## config.mk

```make
export PLATFORM = sky130hd
export DESIGN_NAME = conv_tap_addr_gen_flat
export DESIGN_NICKNAME = d
export VERILOG_FILES = /design/src/rtl/conv_tap_addr_gen_if.sv /design/src/rtl/conv_tap_addr_gen.sv /design/src/flat_wrapper.sv
export SDC_FILE = /design/constraint.sdc
export NUM_CORES = 1
export LEC_CHECK = 0
export ABC_AREA = 1
export BUFFER_PORTS_ARGS = -buffer_cell sky130_fd_sc_hd__buf_2
export CORE_MARGIN = 10
export CORE_UTILIZATION = 30
export DETAILED_ROUTE_END_ITERATION = 7
export SETUP_SLACK_MARGIN = 0.2
export SKIP_LAST_GASP = 1
export SLEW_MARGIN = 40
export SYNTH_ARGS = -nofsm -noshare
export SYNTH_HDL_FRONTEND = slang
export SYNTH_SLANG_ARGS = --single-unit
```

## constraint.sdc

```tcl
create_clock -name clk -period 6 [get_ports clk]
set_input_delay 1.2 -clock clk [delete_from_list [all_inputs] [get_ports clk]]
set_output_delay 1.2 -clock clk [all_outputs]
set_load 0.05 [all_outputs]
```

## src/rtl/conv_tap_addr_gen_if.sv

```systemverilog
// Tap bus between the convolution address generator and the MAC array.
// The generator drives the master side; the MAC array drives tap_ready.
`timescale 1ns/1ps
interface conv_tap_addr_gen_if #(
    parameter int ADDR_W = 16,
    parameter int WA_W   = 5
);
    logic              tap_valid;
    logic              tap_ready;
    logic [ADDR_W-1:0] in_addr;
    logic [WA_W-1:0]   w_addr;
    logic              tap_last;
    logic              plane_last;
    logic [7:0]        out_row;
    logic [7:0]        out_col;

    modport master (
        output tap_valid,
        output in_addr,
        output w_addr,
        output tap_last,
        output plane_last,
        output out_row,
        output out_col,
        input  tap_ready
    );

    modport slave (
        input  tap_valid,
        input  in_addr,
        input  w_addr,
        input  tap_last,
        input  plane_last,
        input  out_row,
        input  out_col,
        output tap_ready
    );
endinterface

```

## src/rtl/conv_tap_addr_gen.sv

```systemverilog
// Walks every output pixel of one input plane and, within each, every KxK
// kernel tap, presenting feature-map and weight addresses on a valid/ready bus.
`timescale 1ns/1ps
module conv_tap_addr_gen #(
    parameter int IMG_W  = 32,
    parameter int IMG_H  = 32,
    parameter int K      = 5,
    parameter int STRIDE = 1,
    parameter int ADDR_W = 16
) (
    input  logic                 clk,
    input  logic                 rst_n,
    input  logic                 start,
    input  logic [ADDR_W-1:0]    base_addr,
    conv_tap_addr_gen_if.master  tap,
    output logic                 busy,
    output logic                 done
);
    localparam int OUT_W = (IMG_W - K) / STRIDE + 1;
    localparam int OUT_H = (IMG_H - K) / STRIDE + 1;
    localparam int WA_W  = (K * K > 1) ? $clog2(K * K) : 1;

    localparam logic [7:0] K_MAX  = 8'(K - 1);
    localparam logic [7:0] OC_MAX = 8'(OUT_W - 1);
    localparam logic [7:0] OR_MAX = 8'(OUT_H - 1);

    typedef enum logic [1:0] {
        S_IDLE = 2'd0,
        S_RUN  = 2'd1,
        S_DONE = 2'd2
    } state_t;

    state_t            state_q, state_d;
    logic [ADDR_W-1:0] base_q, base_d;
    logic [7:0]        kc_q, kc_d;
    logic [7:0]        kr_q, kr_d;
    logic [7:0]        oc_q, oc_d;
    logic [7:0]        orow_q, orow_d;

    logic              valid_q, valid_d;
    logic [ADDR_W-1:0] in_addr_q, in_addr_d;
    logic [WA_W-1:0]   w_addr_q, w_addr_d;
    logic              tap_last_q, tap_last_d;
    logic              plane_last_q, plane_last_d;
    logic              busy_q, busy_d;
    logic              done_q, done_d;

    logic [ADDR_W-1:0] offset_d;
    logic              kc_wrap, kr_wrap, oc_wrap, orow_wrap;

    assign kc_wrap   = (kc_q == K_MAX);
    assign kr_wrap   = (kr_q == K_MAX);
    assign oc_wrap   = (oc_q == OC_MAX);
    assign orow_wrap = (orow_q == OR_MAX);

    always_comb begin
        state_d      = state_q;
        base_d       = base_q;
        kc_d         = kc_q;
        kr_d         = kr_q;
        oc_d         = oc_q;
        orow_d       = orow_q;
        done_d       = 1'b0;
        in_addr_d    = in_addr_q;
        w_addr_d     = w_addr_q;
        tap_last_d   = 1'b0;
        plane_last_d = 1'b0;
        offset_d     = '0;

        case (state_q)
            S_IDLE: begin
                if (start) begin
                    state_d = S_RUN;
                    base_d  = base_addr;
                    kc_d    = 8'd0;
                    kr_d    = 8'd0;
                    oc_d    = 8'd0;
                    orow_d  = 8'd0;
                end
            end
            S_RUN: begin
                if (tap.tap_ready) begin
                    if (plane_last_q) begin
                        state_d = S_DONE;
                        done_d  = 1'b1;
                    end else begin
                        // kc fastest, then kr, oc, row; each carry gates the next
                        kc_d = kc_wrap ? 8'd0 : kc_q + 8'd1;
                        if (kc_wrap) begin
                            kr_d = kr_wrap ? 8'd0 : kr_q + 8'd1;
                            if (kr_wrap) begin
                                oc_d = oc_wrap ? 8'd0 : oc_q + 8'd1;
                                if (oc_wrap) begin
                                    orow_d = orow_wrap ? 8'd0 : orow_q + 8'd1;
                                end
                            end
                        end
                    end
                end
            end
            S_DONE: begin
                state_d = S_IDLE;
            end
            default: begin
                state_d = S_IDLE;
            end
        endcase

        valid_d = (state_d == S_RUN);
        busy_d  = (state_d == S_RUN);

        // A stalled tap recomputes from held counters, so every output holds exactly
        if (state_d == S_RUN) begin
            offset_d     = ADDR_W'((32'(orow_d) * STRIDE + 32'(kr_d)) * IMG_W
                                   + 32'(oc_d) * STRIDE + 32'(kc_d));
            in_addr_d    = base_d + offset_d;
            w_addr_d     = WA_W'(32'(kr_d) * K + 32'(kc_d));
            tap_last_d   = (kr_d == K_MAX) && (kc_d == K_MAX);
            plane_last_d = tap_last_d && (oc_d == OC_MAX) && (orow_d == OR_MAX);
        end
    end

    always_ff @(posedge clk or negedge rst_n) begin
        if (!rst_n) begin
            state_q      <= S_IDLE;
            base_q       <= '0;
            kc_q         <= 8'd0;
            kr_q         <= 8'd0;
            oc_q         <= 8'd0;
            orow_q       <= 8'd0;
            valid_q      <= 1'b0;
            in_addr_q    <= '0;
            w_addr_q     <= '0;
            tap_last_q   <= 1'b0;
            plane_last_q <= 1'b0;
            busy_q       <= 1'b0;
            done_q       <= 1'b0;
        end else begin
            state_q      <= state_d;
            base_q       <= base_d;
            kc_q         <= kc_d;
            kr_q         <= kr_d;
            oc_q         <= oc_d;
            orow_q       <= orow_d;
            valid_q      <= valid_d;
            in_addr_q    <= in_addr_d;
            w_addr_q     <= w_addr_d;
            tap_last_q   <= tap_last_d;
            plane_last_q <= plane_last_d;
            busy_q       <= busy_d;
            done_q       <= done_d;
        end
    end

    assign tap.tap_valid  = valid_q;
    assign tap.in_addr    = in_addr_q;
    assign tap.w_addr     = w_addr_q;
    assign tap.tap_last   = tap_last_q;
    assign tap.plane_last = plane_last_q;
    assign tap.out_row    = orow_q;
    assign tap.out_col    = oc_q;
    assign busy           = busy_q;
    assign done           = done_q;
endmodule

```

## src/flat_wrapper.sv

```systemverilog
// flat-port wrapper written by rule: the top's interface ports become plain ports
module conv_tap_addr_gen_flat 
#(
    parameter int IMG_W  = 32,
    parameter int IMG_H  = 32,
    parameter int K      = 5,
    parameter int STRIDE = 1,
    parameter int ADDR_W = 16
)
  (clk, rst_n, start, base_addr, busy, done, tap_tap_valid, tap_in_addr, tap_w_addr, tap_tap_last, tap_plane_last, tap_out_row, tap_out_col, tap_tap_ready);
  conv_tap_addr_gen_if #(.ADDR_W(ADDR_W), .WA_W(5)) tap_i ();
  input  logic clk;
  input  logic rst_n;
  input  logic start;
  input  logic [ADDR_W-1:0] base_addr;
  output logic busy;
  output logic done;
  output wire logic [$bits(tap_i.tap_valid)-1:0] tap_tap_valid;
  output wire logic [$bits(tap_i.in_addr)-1:0] tap_in_addr;
  output wire logic [$bits(tap_i.w_addr)-1:0] tap_w_addr;
  output wire logic [$bits(tap_i.tap_last)-1:0] tap_tap_last;
  output wire logic [$bits(tap_i.plane_last)-1:0] tap_plane_last;
  output wire logic [$bits(tap_i.out_row)-1:0] tap_out_row;
  output wire logic [$bits(tap_i.out_col)-1:0] tap_out_col;
  input wire logic [$bits(tap_i.tap_ready)-1:0] tap_tap_ready;
  assign tap_tap_valid = tap_i.tap_valid;
  assign tap_in_addr = tap_i.in_addr;
  assign tap_w_addr = tap_i.w_addr;
  assign tap_tap_last = tap_i.tap_last;
  assign tap_plane_last = tap_i.plane_last;
  assign tap_out_row = tap_i.out_row;
  assign tap_out_col = tap_i.out_col;
  assign tap_i.tap_ready = tap_tap_ready;
  conv_tap_addr_gen #(.IMG_W(IMG_W), .IMG_H(IMG_H), .K(K), .STRIDE(STRIDE), .ADDR_W(ADDR_W)) u_core (.clk(clk), .rst_n(rst_n), .start(start), .base_addr(base_addr), .tap(tap_i), .busy(busy), .done(done));
endmodule
```

==> results.yml, run 1 <==
setup_path:
  reg2regPathDepth: 24
  crit_type: "in2reg"
  r2r_start: "u_core.state_q[1]"
  timing.rr.end: "u_core.tap.in_addr[14]"
  arrival_ns: 5.57
  cp_slowest_stage_delay_ns: 0.39
  endpoint_kind: "flop"
  cpMostUsedCell: "nand2_1"
  worstPathMaxFanout: 9
  worstSetupStartpointType: "input pin"
  worstPathRequired_ns: 6.27
  r2r_slack_ns: 0.76
  critPathSlowestCell: "fa_1"
run:
  drv_cap: 0
drt:
  drt_iter0_drc: 325
  routedWlPerCell_um: 14.7
  drc_errors: 0
  antenna_left: 0
  drt_pre_antenna_iters: 5
  wl_um: 16300
  vias: 5110
  avgViaCountPerCell: 4.60
timing:
  relSlewSlack_pct: 52.5
  finalClockSkew_ns: 0.0100
  drv_slew: 0
  timing.fmax_ghz: 0.189
  fin_crit_sh_pct: 88.3
  worst_pin_slew_ns: 0.713
  fin_setup_tns_ns: 0
  hold_violations: 0
  fin_crit_ns: 5.30
  whs_ns: 0.469
  setup_viol: 0
  rsz0062_at_grt: "false"
synth:
  yosysUniqueCellTypes: 39
  ys_ff_latch: 75
  synth_nets: 860
  ys_seq_area_share_pct: 31.8
  synthCells: 772
  syn_area_per_cell_um2: 7.64
  netlist_area_mm2: 0.00590
  synth-warning-count: 0
placement:
  portBuffers: 61
  place_congestion: 0.888
  postPlaceCellArea_mm2: 0.00652
  dpl.hpwl_um: 12900
power:
  p_int_mw: 1.69
  swShare_pct: 50.7
  combPwrFrac_pct: 60.1
  ir_worst_vdd_v: 0.000351
  p_switching_mw: 1.74
  p_leak_nw: 3.62
  clkPwrFrac_pct: 16.9
  power_density_mw_per_mm2: 501
  seqPwrFrac_pct: 23.1
finish:
  seqCellArea_mm2: 0.00188
  design_area_mm2: 0.00685
  multi_input_area_mm2: 0.00348
  nets: 928
  layout-drive-gt1-share_pct: 18.2
  fill_cells: 2063
  area_growth_pct: 16.1
hold_path:
  hold_path.startpoint: "u_core.tap.w_addr[2]"
  whs_path_depth: 2
  holdPathEnd: "u_core.tap.w_addr[2]"
  hold_class: "reg2reg"
floorplanning:
  io_pins: 62
  placementRows: 51
  die_h_um: 160
  fp.dieW_um: 160
  core-area_mm2: 0.0194
  start_util_pct: 30.4
  dieArea_mm2: 0.0257
clock_network:
  postCtsHoldBufs: 0
  insertion_delay_ns: 0.36
  clock_sinks: 75
  numCtsBuffers: 9
  clock_tree.buffer_depth: 2
  cts_root_buf: "clkbuf_16"
  clkTransAtPathRegs_ns: 0.07
  cts_max_level: 3
  cts_tree: "done"
outcome:
  status: "finished, final reports clean"
global_route:
  antenna_found_initial: 1
  grt_pass1_wl_um: 26400
  overflow: 0
  grt_pass1_vias: 4891
  grt_max_degree: 76
  grt.total_usage_pct: 12.8
critical path: cells and delay by family:
| kind | cells | cell delay, ns |
|---|---|---|
| AO/OA/AOI/OAI | 7 | 1.37 |
| XOR/XNOR | 1 | 0.16 |
| adder cells (fa/ha/maj) | 5 | 1.51 |
| buffers and inverters | 5 | 0.34 |
| AND/OR/NAND/NOR | 9 | 0.95 |
layout make-up:
class,instances,share of cell area [%]
antenna,1,0.0365
tap,265,4.84
timing repair buffer,72,5.76
clock buffer,9,3.29
sequential,75,27.4
clock inverter,7,1.22
inverter,119,6.54
multi-input combinational,563,50.9
power by group through the flow:
stage | clock [mW] | combinational [mW] | sequential [mW]
after floorplan | 0 | 1.29 | 1.09
after global placement | 0 | 2.05 | 0.795
after detailed placement | 0 | 2.05 | 0.800
after CTS | 0.593 | 2.08 | 0.791
after global routing | 0.612 | 2.34 | 0.813
final | 0.578 | 2.06 | 0.791
per-layer routing:
metal | vias up | track usage, % | routed length [um]
met5 | - | 0 | 0
met4 | 0 | 3.76 | 213
met3 | 15 | 3.52 | 1080
met2 | 137 | 18.1 | 6780
met1 | 2361 | 18.5 | 8210
li1 | 2597 | - | -
cells in the final DEF (no fill, tap or decap), types with 13 or more instances in the layout:
cell type  count
inv_1        107
buf_2         60
a21oi_1       25
dfrtp_1       75
fa_1          15
nor2_1        53
ha_1          53
nand4_1       13
o21ai_0       32
nand2_1      212
nand3_1       61
how the worst max path moves through the flow:
stage,depth (start not counted),startpoint,to,slack [ns]
floorplan,26,tap_tap_ready,u_core.tap.in_addr[14],1.01
global placement,27,tap_tap_ready,u_core.tap.in_addr[14],0.48
detailed placement,26,tap_tap_ready,u_core.tap.in_addr[14],0.32
CTS,24,u_core.state_q[1],u_core.tap.in_addr[14],0.49
global route,27,tap_tap_ready,u_core.tap.in_addr[14],0.33
finish,27,tap_tap_ready,u_core.tap.in_addr[14],0.70
sequential cells by signal (all words and copies together), names as in the netlist:
| register | cells |
|---|---|
| u_core.base_q | 16 |
| u_core.tap.in_addr | 16 |
| u_core.kc_q | 8 |
| u_core.kr_q | 8 |
| u_core.tap.out_col | 8 |
| u_core.tap.out_row | 8 |
| u_core.tap.w_addr | 5 |
| u_core.state_q | 2 |
| u_core.done | 1 |
| u_core.tap.plane_last | 1 |
| u_core.tap.tap_last | 1 |
| u_core.tap.tap_valid | 1 |
cell families after synthesis:
family	share of synthesized area (%)
xor+xnor	2.23
flops	31.8
buf+inv	9.19
fa+ha+maj	16.3
simple gates	32.8
compound gates	7.66
repair_timing:
item                                    in CTS  in global routing
buffers inserted                             0                  1
gates resized for setup                      0                  1
endpoints found under the setup margin       0                  2
cells in the mapped netlist:
master | count | area [um2]
nand3_4 | 3 | 52.6
clkinv_1 | 1 | 3.75
inv_1 | 107 | 402
o21a_1 | 1 | 7.51
nand3_1 | 61 | 305
o21ai_0 | 32 | 160
clkinv_2 | 1 | 5.00
buf_4 | 1 | 7.51
o21bai_2 | 1 | 11.3
buf_2 | 3 | 15.0
dfrtp_1 | 75 | 1880
nand4_1 | 13 | 81.3
nor2_2 | 9 | 56.3
o31ai_1 | 3 | 22.5
nor2_4 | 6 | 67.6
nand3_2 | 6 | 60.1
xor2_1 | 8 | 70.1
or2_2 | 10 | 62.6
buf_6 | 4 | 45.0
nand2_4 | 3 | 33.8
nor3_1 | 7 | 35.0
o21bai_1 | 7 | 52.6
inv_2 | 10 | 37.5
nor3_4 | 2 | 32.5
nand2_2 | 9 | 56.3
nand2_1 | 212 | 796
nor3b_2 | 1 | 12.5
nand3b_1 | 3 | 22.5
nor2_8 | 3 | 60.1
fa_1 | 15 | 300
ha_1 | 53 | 663
clkbuf_1 | 7 | 26.3
xnor2_1 | 7 | 61.3
a21oi_1 | 25 | 125
nor2_1 | 53 | 199
o21ai_4 | 1 | 16.3
a31oi_1 | 6 | 37.5
o21ai_1 | 2 | 10.0
o21ai_2 | 1 | 8.76
through the flow:
step	utilization (%)	std cells	total power, mW	worst slack (ns)
global placement	33.6	1093	2.85	0.480
detailed placement	33.6	1093	2.86	0.322
finish	35.3	1111	3.43	0.704
CTS	35.2	1109	3.46	0.488
floorplan	-	772	2.37	1.01
global route	35.3	1110	3.77	0.327
Note: power is estimated with default switching activity, not from simulation.
==> inputs of run 2 (changes only) <==
==> constraint.sdc (replaced) <==
create_clock -name clk -period 6.1 [get_ports clk]
set_input_delay 1.22 -clock clk [delete_from_list [all_inputs] [get_ports clk]]
set_output_delay 1.22 -clock clk [all_outputs]
set_load 0.05 [all_outputs]
==> run 2 against run 1 <==
Global-route usage increased by 0.32 points. Clock-buffer cell count unchanged. Wire length increased by 1.7%. Via count about the same. Utilization increased by 0.16 points. Sequential cell count unchanged. First-iteration DRC count decreased by 24%.
==> results.yml, run 2 (same netlist as run 1, synthesis figures left out) <==
outcome:
  status: "finished, final reports clean"
drt:
  antenna_left: 0
  vias: 5106
  drt_pre_antenna_iters: 5
  wl_um: 16600
  drc_errors: 0
  routedWlPerCell_um: 14.8
  avgViaCountPerCell: 4.58
  drt_iter0_drc: 246
power:
  power_density_mw_per_mm2: 493
  p_leak_nw: 3.63
  ir_worst_vdd_v: 0.000340
setup_path:
  r2r_start: "u_core.kr_q[0]"
  cp_slowest_stage_delay_ns: 0.40
  worstPathMaxFanout: 9
  arrival_ns: 5.63
  crit_type: "in2reg"
  endpoint_kind: "flop"
  worstPathRequired_ns: 6.38
  critPathSlowestCell: "fa_1"
  cpMostUsedCell: "ha_1"
  worstSetupStartpointType: "input pin"
  timing.critical_path.from: "tap_tap_ready"
  r2r_slack_ns: 0.92
placement:
  place_congestion: 0.890
  dpl.hpwl_um: 13100
  pre_cts_ws_ns: 0.462
  portBuffers: 61
  postPlaceCellArea_mm2: 0.00654
timing:
  setup_viol: 0
  drv_slew: 0
  fin_crit_sh_pct: 87.8
  fin_setup_tns_ns: 0
  layout_setup_ws_ns: 0.743
  hold_violations: 0
  whs_ns: 0.468
  worst_pin_slew_ns: 0.716
  relSlewSlack_pct: 52.0
  rsz0062_at_grt: "false"
  fin_crit_ns: 5.36
  finalClockSkew_ns: 0.0107
  timing.fmax_ghz: 0.187
clock_network:
  postCtsHoldBufs: 0
  cts_max_level: 3
  cts_tree: "done"
  cts_root_buf: "clkbuf_16"
  clock_tree.buffer_depth: 2
  insertion_delay_ns: 0.35
  cts_resized: 0
  clock_sinks: 75
  clkTransAtPathRegs_ns: 0.07
  numCtsBuffers: 9
floorplanning:
  dieArea_mm2: 0.0257
  fp.dieW_um: 160
  start_util_pct: 30.4
  io_pins: 62
  die_h_um: 160
  core-area_mm2: 0.0194
  placementRows: 51
finish:
  layout-drive-gt1-share_pct: 18.7
  layout_common_cells: "212 x nand2_1, 107 x inv_1, 75 x dfrtp_1"
  area_growth_pct: 16.6
  nets: 933
  design_area_mm2: 0.00688
  final_common_cell: "nand2_1"
  fill_cells: 2118
hold_path:
  hold_path.startpoint: "u_core.tap.w_addr[0]"
  hold_class: "reg2reg"
global_route:
  grt_pass1_vias: 5165
  grt_max_degree: 59
  grt_pass1_wl_um: 27400
  antenna_found_initial: 1
  grt.total_usage_pct: 13.2
  overflow: 0
run:
  drv_cap: 0
-- run 2: cell types whose count changed in the layout (fill, tap and decap cells not counted), sizes merged --
cell      before  now
clkinvlp       1    2
clkinv         4    2
buf           72   77
inv          120  121
-- run 2: per-layer routing --
metal  global-route usage [%]  part of all wire [%]  up-vias  wire, um
met1                     18.2                    50     2356      8280
met2                     19.4                    42      126      6940
met4                     3.59                   1.2        0       203
met5                        0                     0        -         0
met3                     4.01                   6.9       13      1140
li1                         -                     -     2611         -
-- run 2: critical path: cells and delay by family --
family / cells / cell delay [ns]
buf+inv: 5 / 0.41
simple gates: 8 / 0.92
fa+ha+maj: 5 / 1.54
xor+xnor: 1 / 0.16
compound gates: 7 / 1.37
-- run 2: timing repair --
item | CTS | global route
endpoints found under the hold margin | 0 | 0
endpoints found under the setup margin | 0 | 2
setup buffers | 0 | 3
-- run 2: where the power goes --
group / internal, mW / leakage, nW / total [mW] / switching, mW
Clock: 0.324 / 0.145 / 0.565 / 0.241
Sequential: 0.670 / 0.945 / 0.780 / 0.110
Combinational: 0.679 / 2.54 / 2.05 / 1.37
-- run 2: stage by stage --
step / util [%] / cells / total power, mW
global route: 35.4 / 1115 / 3.74
floorplan: - / 772 / 2.34
finish: 35.5 / 1116 / 3.39
global placement: 33.7 / 1096 / 2.81
CTS: 35.3 / 1112 / 3.42
detailed placement: 33.7 / 1096 / 2.82
-- run 2: path summary, 6_finish.rpt --
| kind | end | cells after the start |
|---|---|---|
| max | u_core.tap.in_addr[14] | 26 |
| min | u_core.tap.w_addr[0] | 2 |
| max reg2reg | u_core.tap.in_addr[14] | 27 |
| min reg2reg | u_core.tap.w_addr[0] | 2 |
| max in group asynchronous | u_core.tap.in_addr[12] | 2 |
| min in group asynchronous | u_core.tap.out_row[1] | 1 |
-- run 2: layout make-up --
class	count	area, um2	share of cell area, %
Multi-Input combinational cell	563	3480	50.6
Tap cell	265	332	4.82
Clock inverter	7	82.6	1.20
Clock buffer	9	225	3.27
Sequential cell	75	1880	27.3
Timing Repair Buffer	77	432	6.28
Inverter	119	448	6.51
Antenna cell	1	2.50	0.0364
